<file path="config.mk">
export PLATFORM = sky130hd
export DESIGN_NAME = cpu_8b
export DESIGN_NICKNAME = d
export VERILOG_FILES = /design/src/rtl/cpu_8b_pkg.sv /design/src/rtl/cpu_8b_if.sv /design/src/rtl/cpu_8b_serial_tx.sv /design/src/rtl/cpu_8b.sv
export SDC_FILE = /design/constraint.sdc
export NUM_CORES = 1
export LEC_CHECK = 0
export CORE_ASPECT_RATIO = 1.4
export CORE_MARGIN = 5
export CORE_UTILIZATION = 40
export DETAILED_ROUTE_END_ITERATION = 10
export PLACE_DENSITY = 0.53
export SLEW_MARGIN = 20
export SYNTH_ARGS = -nofsm -noshare
export SYNTH_HDL_FRONTEND = slang
export SYNTH_SLANG_ARGS = --single-unit
</file>
<file path="constraint.sdc">
create_clock -name clock -period 7.8 [get_ports clock]
set_clock_uncertainty 0.2 [all_clocks]
set_input_delay 0.78 -clock clock [delete_from_list [all_inputs] [get_ports clock]]
set_output_delay 0.78 -clock clock [all_outputs]
set_load 0.01 [all_outputs]
</file>
<file path="src/rtl/cpu_8b_pkg.sv">
// rtl/cpu_8b_pkg.sv - shared constants, opcodes and FSM state type for cpu_8b
// Purpose: widths, frame length, opcode encodings, FSM state enum and the
//          helper that slices one byte out of the 128-bit memory image.
// Ports:   none (package).
package cpu_8b_pkg;

    localparam int DATA_W    = 8;
    localparam int ADDR_W    = 4;
    localparam int MEM_DEPTH = 16;
    localparam int FRAME_LEN = 10;   // start + 8 data + stop

    localparam logic [3:0] OP_NOP = 4'h0;
    localparam logic [3:0] OP_LDA = 4'h1;
    localparam logic [3:0] OP_ADD = 4'h2;
    localparam logic [3:0] OP_SUB = 4'h3;
    localparam logic [3:0] OP_STA = 4'h4;
    localparam logic [3:0] OP_LDI = 4'h5;
    localparam logic [3:0] OP_JMP = 4'h6;
    localparam logic [3:0] OP_JC  = 4'h7;
    localparam logic [3:0] OP_JZ  = 4'h8;
    localparam logic [3:0] OP_OUT = 4'hE;
    localparam logic [3:0] OP_HLT = 4'hF;

    typedef enum logic [1:0] {
        ST_FETCH = 2'd0,
        ST_EXEC  = 2'd1,
        ST_HALT  = 2'd2
    } state_e;

    // Byte n of the reset image lives at bits [8n+7:8n].
    function automatic logic [DATA_W-1:0] prog_byte(input logic [127:0] img,
                                                    input logic [ADDR_W-1:0] idx);
        return img[{idx, 3'b000} +: 8];
    endfunction

endpackage

</file>
<file path="src/rtl/cpu_8b_if.sv">
// rtl/cpu_8b_if.sv - link between the CPU core and its serial transmitter
// Purpose: groups the transmit handshake (load/data/enable in, busy/serial_out back).
// Ports:   load, data[7:0], enable  core -> transmitter
//          busy, serial_out         transmitter -> core
// Modports: master = core side, slave = transmitter side.
interface cpu_8b_if;
    import cpu_8b_pkg::*;

    logic              load;
    logic [DATA_W-1:0] data;
    logic              enable;
    logic              busy;
    logic              serial_out;

    modport master (
        output load,
        output data,
        output enable,
        input  busy,
        input  serial_out
    );

    modport slave (
        input  load,
        input  data,
        input  enable,
        output busy,
        output serial_out
    );

endinterface

</file>
<file path="src/rtl/cpu_8b_serial_tx.sv">
// rtl/cpu_8b_serial_tx.sv - 10-bit frame serializer, one bit per enabled clock
// Purpose: on load (when idle) drives the start bit, then 8 data bits LSB first,
//          then the stop bit; the line idles high. enable=0 freezes everything.
// Ports:   clk     clock, rising edge
//          resetn  synchronous active-low reset (overrides enable)
//          tx      cpu_8b_if.slave: load, data, enable in; busy, serial_out out
module cpu_8b_serial_tx
    import cpu_8b_pkg::*;
(
    input  logic      clk,
    input  logic      resetn,
    cpu_8b_if.slave   tx
);

    // shreg_q holds the bits still to be sent after the current one: {stop, data}.
    logic [DATA_W:0] shreg_q;
    logic [3:0]      cnt_q;
    logic            line_q;

    always_ff @(posedge clk) begin
        if (!resetn) begin
            shreg_q <= '1;
            cnt_q   <= '0;
            line_q  <= 1'b1;
        end else if (tx.enable) begin
            if (tx.load && (cnt_q == 4'd0)) begin
                line_q  <= 1'b0;
                shreg_q <= {1'b1, tx.data};
                cnt_q   <= 4'(FRAME_LEN - 1);
            end else if (cnt_q != 4'd0) begin
                line_q  <= shreg_q[0];
                shreg_q <= {1'b1, shreg_q[DATA_W:1]};
                cnt_q   <= cnt_q - 4'd1;
            end
        end
    end

    // Busy drops on the edge that puts the stop bit out, so a load on the
    // following edge yields back-to-back frames.
    assign tx.busy       = (cnt_q != 4'd0);
    assign tx.serial_out = line_q;

endmodule

</file>
<file path="src/rtl/cpu_8b.sv">
// rtl/cpu_8b.sv - 8-bit accumulator CPU with 16-byte memory and serial output
// Purpose: fetch/execute core over a unified 16x8 memory loaded from PROGRAM at
//          reset; OUT sends the accumulator through cpu_8b_serial_tx.
// Ports:   clock              clock, rising edge
//          input_nclear       synchronous active-low reset (overrides VCC)
//          VCC                run enable; 0 freezes all state
//          output_serial_out  serial transmit line, idle high
module cpu_8b
    import cpu_8b_pkg::*;
#(
    parameter logic [127:0] PROGRAM = 128'h01_00_00_00_00_00_00_00_00_00_00_61_E0_4E_2F_1E
) (
    input  logic clock,
    input  logic input_nclear,
    input  logic VCC,
    output logic output_serial_out
);

    state_e            state_q, state_d;
    logic [ADDR_W-1:0] pc_q, pc_d;
    logic [DATA_W-1:0] ir_q, ir_d;
    logic [DATA_W-1:0] a_q, a_d;
    logic              c_q, c_d;
    logic              z_q, z_d;
    logic [DATA_W-1:0] mem_q [MEM_DEPTH];

    logic [3:0]        opcode;
    logic [ADDR_W-1:0] operand;
    logic [DATA_W-1:0] instr;
    logic [DATA_W-1:0] mem_op;
    logic [DATA_W:0]   sum;
    logic [DATA_W:0]   diff;

    logic do_fetch;
    logic do_exec;
    logic mem_we;
    logic tx_load;

    cpu_8b_if tx_if ();

    assign opcode  = ir_q[7:4];
    assign operand = ir_q[3:0];
    assign instr   = mem_q[pc_q];
    assign mem_op  = mem_q[operand];
    assign sum     = {1'b0, a_q} + {1'b0, mem_op};
    assign diff    = {1'b0, a_q} - {1'b0, mem_op};

    // ---------------- FSM: state register ----------------
    always_ff @(posedge clock) begin
        if (!input_nclear) begin
            state_q <= ST_FETCH;
        end else if (VCC) begin
            state_q <= state_d;
        end
    end

    // ---------------- FSM: next state ----------------
    always_comb begin
        state_d = state_q;
        case (state_q)
            ST_FETCH: state_d = ST_EXEC;
            ST_EXEC: begin
                if (opcode == OP_HLT) begin
                    state_d = ST_HALT;
                end else if ((opcode == OP_OUT) && tx_if.busy) begin
                    state_d = ST_EXEC;   // stall until the transmitter frees up
                end else begin
                    state_d = ST_FETCH;
                end
            end
            ST_HALT:  state_d = ST_HALT;
            default:  state_d = ST_FETCH;
        endcase
    end

    // ---------------- FSM: outputs ----------------
    always_comb begin
        do_fetch = (state_q == ST_FETCH);
        do_exec  = (state_q == ST_EXEC);
        mem_we   = do_exec && (opcode == OP_STA);
        tx_load  = do_exec && (opcode == OP_OUT) && !tx_if.busy;
    end

    // ---------------- datapath next state ----------------
    always_comb begin
        pc_d = pc_q;
        ir_d = ir_q;
        a_d  = a_q;
        c_d  = c_q;
        z_d  = z_q;
        if (do_fetch) begin
            ir_d = instr;
            pc_d = pc_q + 4'd1;
        end else if (do_exec) begin
            case (opcode)
                OP_NOP: ;
                OP_LDA: a_d = mem_op;
                OP_ADD: begin
                    a_d = sum[DATA_W-1:0];
                    c_d = sum[DATA_W];
                    z_d = (sum[DATA_W-1:0] == '0);
                end
                OP_SUB: begin
                    a_d = diff[DATA_W-1:0];
                    c_d = ~diff[DATA_W];   // carry means no borrow
                    z_d = (diff[DATA_W-1:0] == '0);
                end
                OP_STA: ;
                OP_LDI: a_d = {4'b0000, operand};
                OP_JMP: pc_d = operand;
                OP_JC:  if (c_q) pc_d = operand;
                OP_JZ:  if (z_q) pc_d = operand;
                OP_OUT: ;
                OP_HLT: ;
                default: ;
            endcase
        end
    end

    // ---------------- datapath registers and memory ----------------
    always_ff @(posedge clock) begin
        if (!input_nclear) begin
            pc_q <= '0;
            ir_q <= '0;
            a_q  <= '0;
            c_q  <= 1'b0;
            z_q  <= 1'b0;
            for (int i = 0; i < MEM_DEPTH; i++) begin
                mem_q[i] <= prog_byte(PROGRAM, ADDR_W'(i));
            end
        end else if (VCC) begin
            pc_q <= pc_d;
            ir_q <= ir_d;
            a_q  <= a_d;
            c_q  <= c_d;
            z_q  <= z_d;
            if (mem_we) begin
                mem_q[operand] <= a_q;
            end
        end
    end

    // ---------------- transmitter ----------------
    assign tx_if.load   = tx_load;
    assign tx_if.data   = a_q;
    assign tx_if.enable = VCC;

    cpu_8b_serial_tx u_tx (
        .clk    (clock),
        .resetn (input_nclear),
        .tx     (tx_if.slave)
    );

    assign output_serial_out = tx_if.serial_out;

endmodule

</file>
==> run_results.csv <==
group,metric,value,unit
route,dr.first_iter.drc_count,426,
global_routing,use_met2,37.0,%
die,ios,4,
route,wl_per_cell,24.9,microns
die,initial_core_util,40.6,%
power_and_ir_drop,vdd_drop_max,0.144,mV
global_routing,grt_max_degree,57,
timing,timing.fmax,212,MHz
finish,multi_input_area,4620,sq um
timing,setup_viol,0,
setup_path,cp.required,7.95,ns
finish,num-nets-final,770,
cts,clk-insertion-delay-late,0.43,ns
cts,ctsResizeCount,0,
finish,drive_gt1_share,18.1,%
cts,cts_tree,"yes",
timing,hold_viol,0,
synth,synth_area_leaders,"edfxtp_1, mux4_2, dfxtp_1",
global_routing,gr-usage-met3,3.10,%
synth,yosys.area.top_type,"edfxtp_1",
global_routing,grt_pass1_vias,6592,
global_routing,grt_use_total,20.4,%
synth,postSynth.asyncResetShare,0,%
route,first_pass_iters,5,
timing,min_period,4.71,ns
route,num_vias,6267,
global_routing,grt-ovfl-total,0,
synth,synth_ff_type,"edfxtp_1",
cts,path_clk_slew,0.07,ns
synth,yosysSeqAreaShare,48.3,%
finish,fin_area,10400,sq um
finish,area_delta_synth_final,9.30,%
synth,avgSynthCellArea,12.4,sq um
die,rows,66,
placement,dp.cells,1033,
route,wirelength,26500,microns
route,avgViaCountPerCell,5.88,
die,die_x,140,microns
cts,post-cts-setup-buffers,0,
job,drv_cap,0,
placement,hpwl,19000,microns
route,postRouteAntennaNets,0,
setup_path,cp_max_fo,22,
cts,htree_num_levels,4,
finish,stdcell_count,1065,
global_routing,grt_pass1_wl,40600,microns
synth,yosysWarnings,0,
timing,slew_headroom,30.5,%
setup_path,crit_arrival,4.86,ns
cts,clockBufferDepth,2,
timing,period_share,60.4,%
power_and_ir_drop,p_leak,3.52,nW
cts,cts_buffers,17,
setup_path,cp-start-kind,"flop",
worst_hold_path,hp-class,"reg2reg",
placement,globalplace.congestion,0.873,
timing,grt_setup_unrepaired,"false",
synth,ys_ff_latch,165,
finish,nFillCells,2138,
timing,drv_slew,0,
synth,synthesis.nets,789,
synth,yosys.area.top_type_share,40.5,%
die,dieArea,27000,sq um
outcome,status,"completed",
synth,syn_inst,765,
die,die_h,192,microns
global_routing,busiest_layer,"met2",
setup_path,crit_path_end_kind,"flop",
cts,clock-sinks,165,
synth,synth_cell_types,63,
timing,tns,0,ns
synth,synth_edf_count,128,
timing,tightestPinTransition,1.04,ns
synth,syn_area,9500,sq um
cts,hold_buffers,0,
route,drc_errors,0,
placement,post_dp_cell_area,9790,sq um
die,core,23400,sq um
placement,port_buffers,3,
power_and_ir_drop,powerDensity,221,nW/um^2
global_routing,antenna_found_initial,0,
finish,regArea,4590,sq um
finish,n_antenna_cell,0,
cts,root_buffer,"clkbuf_16",
global_routing,grt_use_met1,22.9,%
setup_path,worstSetupPathType,"reg2reg",
-- worst paths after layout --
kind                       from            endpoint  slack (ns)  cells after the start
max                     ir_q[0]                 z_q        3.09                     11
min          u_tx.tx.serial_out  u_tx.tx.serial_out        0.28                      2
max reg2reg             ir_q[0]                 z_q        3.09                     11
min reg2reg  u_tx.tx.serial_out  u_tx.tx.serial_out        0.28                      2
-- per-layer routing --
metal	vias up	part of all wire, %
met1	3192	37
met2	173	53
li1	2854	-
met3	48	4.1
met4	0	5.5
met5	-	0
-- state kept, by name, indices dropped and copies added (netlist names) --
name	count
u_tx.shreg_q	8
c_q	1
ir_q	8
u_tx.tx.serial_out	1
a_q	8
pc_q	4
mem_q	128
u_tx.cnt_q	4
z_q	1
state_q	2
-- final cells by class --
type / count / share of cell area, %
timing repair buffer: 18 / 1.33
inverter: 18 / 0.651
sequential: 165 / 44.2
clock inverter: 15 / 1.58
tap: 306 / 3.69
clock buffer: 17 / 4.10
multi-input combinational: 526 / 44.5
-- per-stage QoR --
stage / hold WS (ns) / util (%) / power [mW] / setup slack [ns]
floorplan: 0.254 / - / 1.34 / 3.71
global placement: 0.268 / 41.9 / 1.45 / 3.21
detailed placement: 0.273 / 41.9 / 1.46 / 3.13
CTS: 0.284 / 44.4 / 2.31 / 3.10
global route: 0.305 / 44.4 / 2.38 / 2.81
finish: 0.276 / 44.4 / 2.29 / 3.09
-- logic make-up after synthesis --
| logic type | share of synthesized area, % |
|---|---|
| xor gates and xnor gates | 0.738 |
| muxes | 20.0 |
| AOI/OAI and AO/OA | 8.03 |
| adders and majority gates | 2.92 |
| and+or+nand+nor | 16.9 |
| DFF | 48.3 |
| buffers and inverters | 3.16 |
-- power breakdown --
part           internal, mW  switching [mW]  total, mW  leakage [nW]
Clock                 0.499           0.348      0.846         0.287
Combinational         0.173           0.221      0.394          1.67
Sequential            0.998          0.0530       1.05          1.55
Total                  1.67           0.622       2.29          3.52
-- layout by cell type (no fill, tap or decap), types with 11 or more instances in the layout --
cell       netlist  routed
ha_1            19      19
and2_1          98      98
o21ai_0         35      31
mux2i_1         12      12
clkbuf_16        0      17
nand3_1         11      11
edfxtp_1       128     128
dfxtp_1         37      35
a21oi_1         21      21
nor3_1          16      16
nand2_1         52      52
mux4_2          78      78
buf_4            0      15
nand2b_1        24      24
nor2b_1         13      13
nor2_1          36      36
inv_1           17      17
-- worst max-delay path, stage by stage (launching register included) --
cell      delay (ns)
dfxtp_2         0.77
buf_4           0.49
mux4_2          0.57
mux4_2          0.56
inv_1           0.14
ha_1            0.26
nand2b_1        0.18
a221oi_1        0.38
or4_1           0.18
nand3_1         0.11
or4_1           0.56
o31ai_1         0.21
-- cells in the mapped netlist, types with 4 or more instances --
cell / n
a21boi_0: 9
a21oi_1: 21
a22oi_1: 4
a31oi_1: 6
and2_1: 98
buf_2: 12
clkbuf_1: 41
dfxtp_1: 37
edfxtp_1: 128
ha_1: 19
inv_1: 17
mux2i_1: 12
mux4_2: 78
nand2_1: 52
nand2b_1: 24
nand3_1: 11
nor2_1: 36
nor2b_1: 13
nor3_1: 16
nor4_1: 4
o211ai_1: 9
o21a_1: 5
o21ai_0: 35
o31ai_1: 4
or3_1: 6
or4_1: 5
xnor2_1: 4
xor2_1: 4
Power figures use the tool's default switching activity.
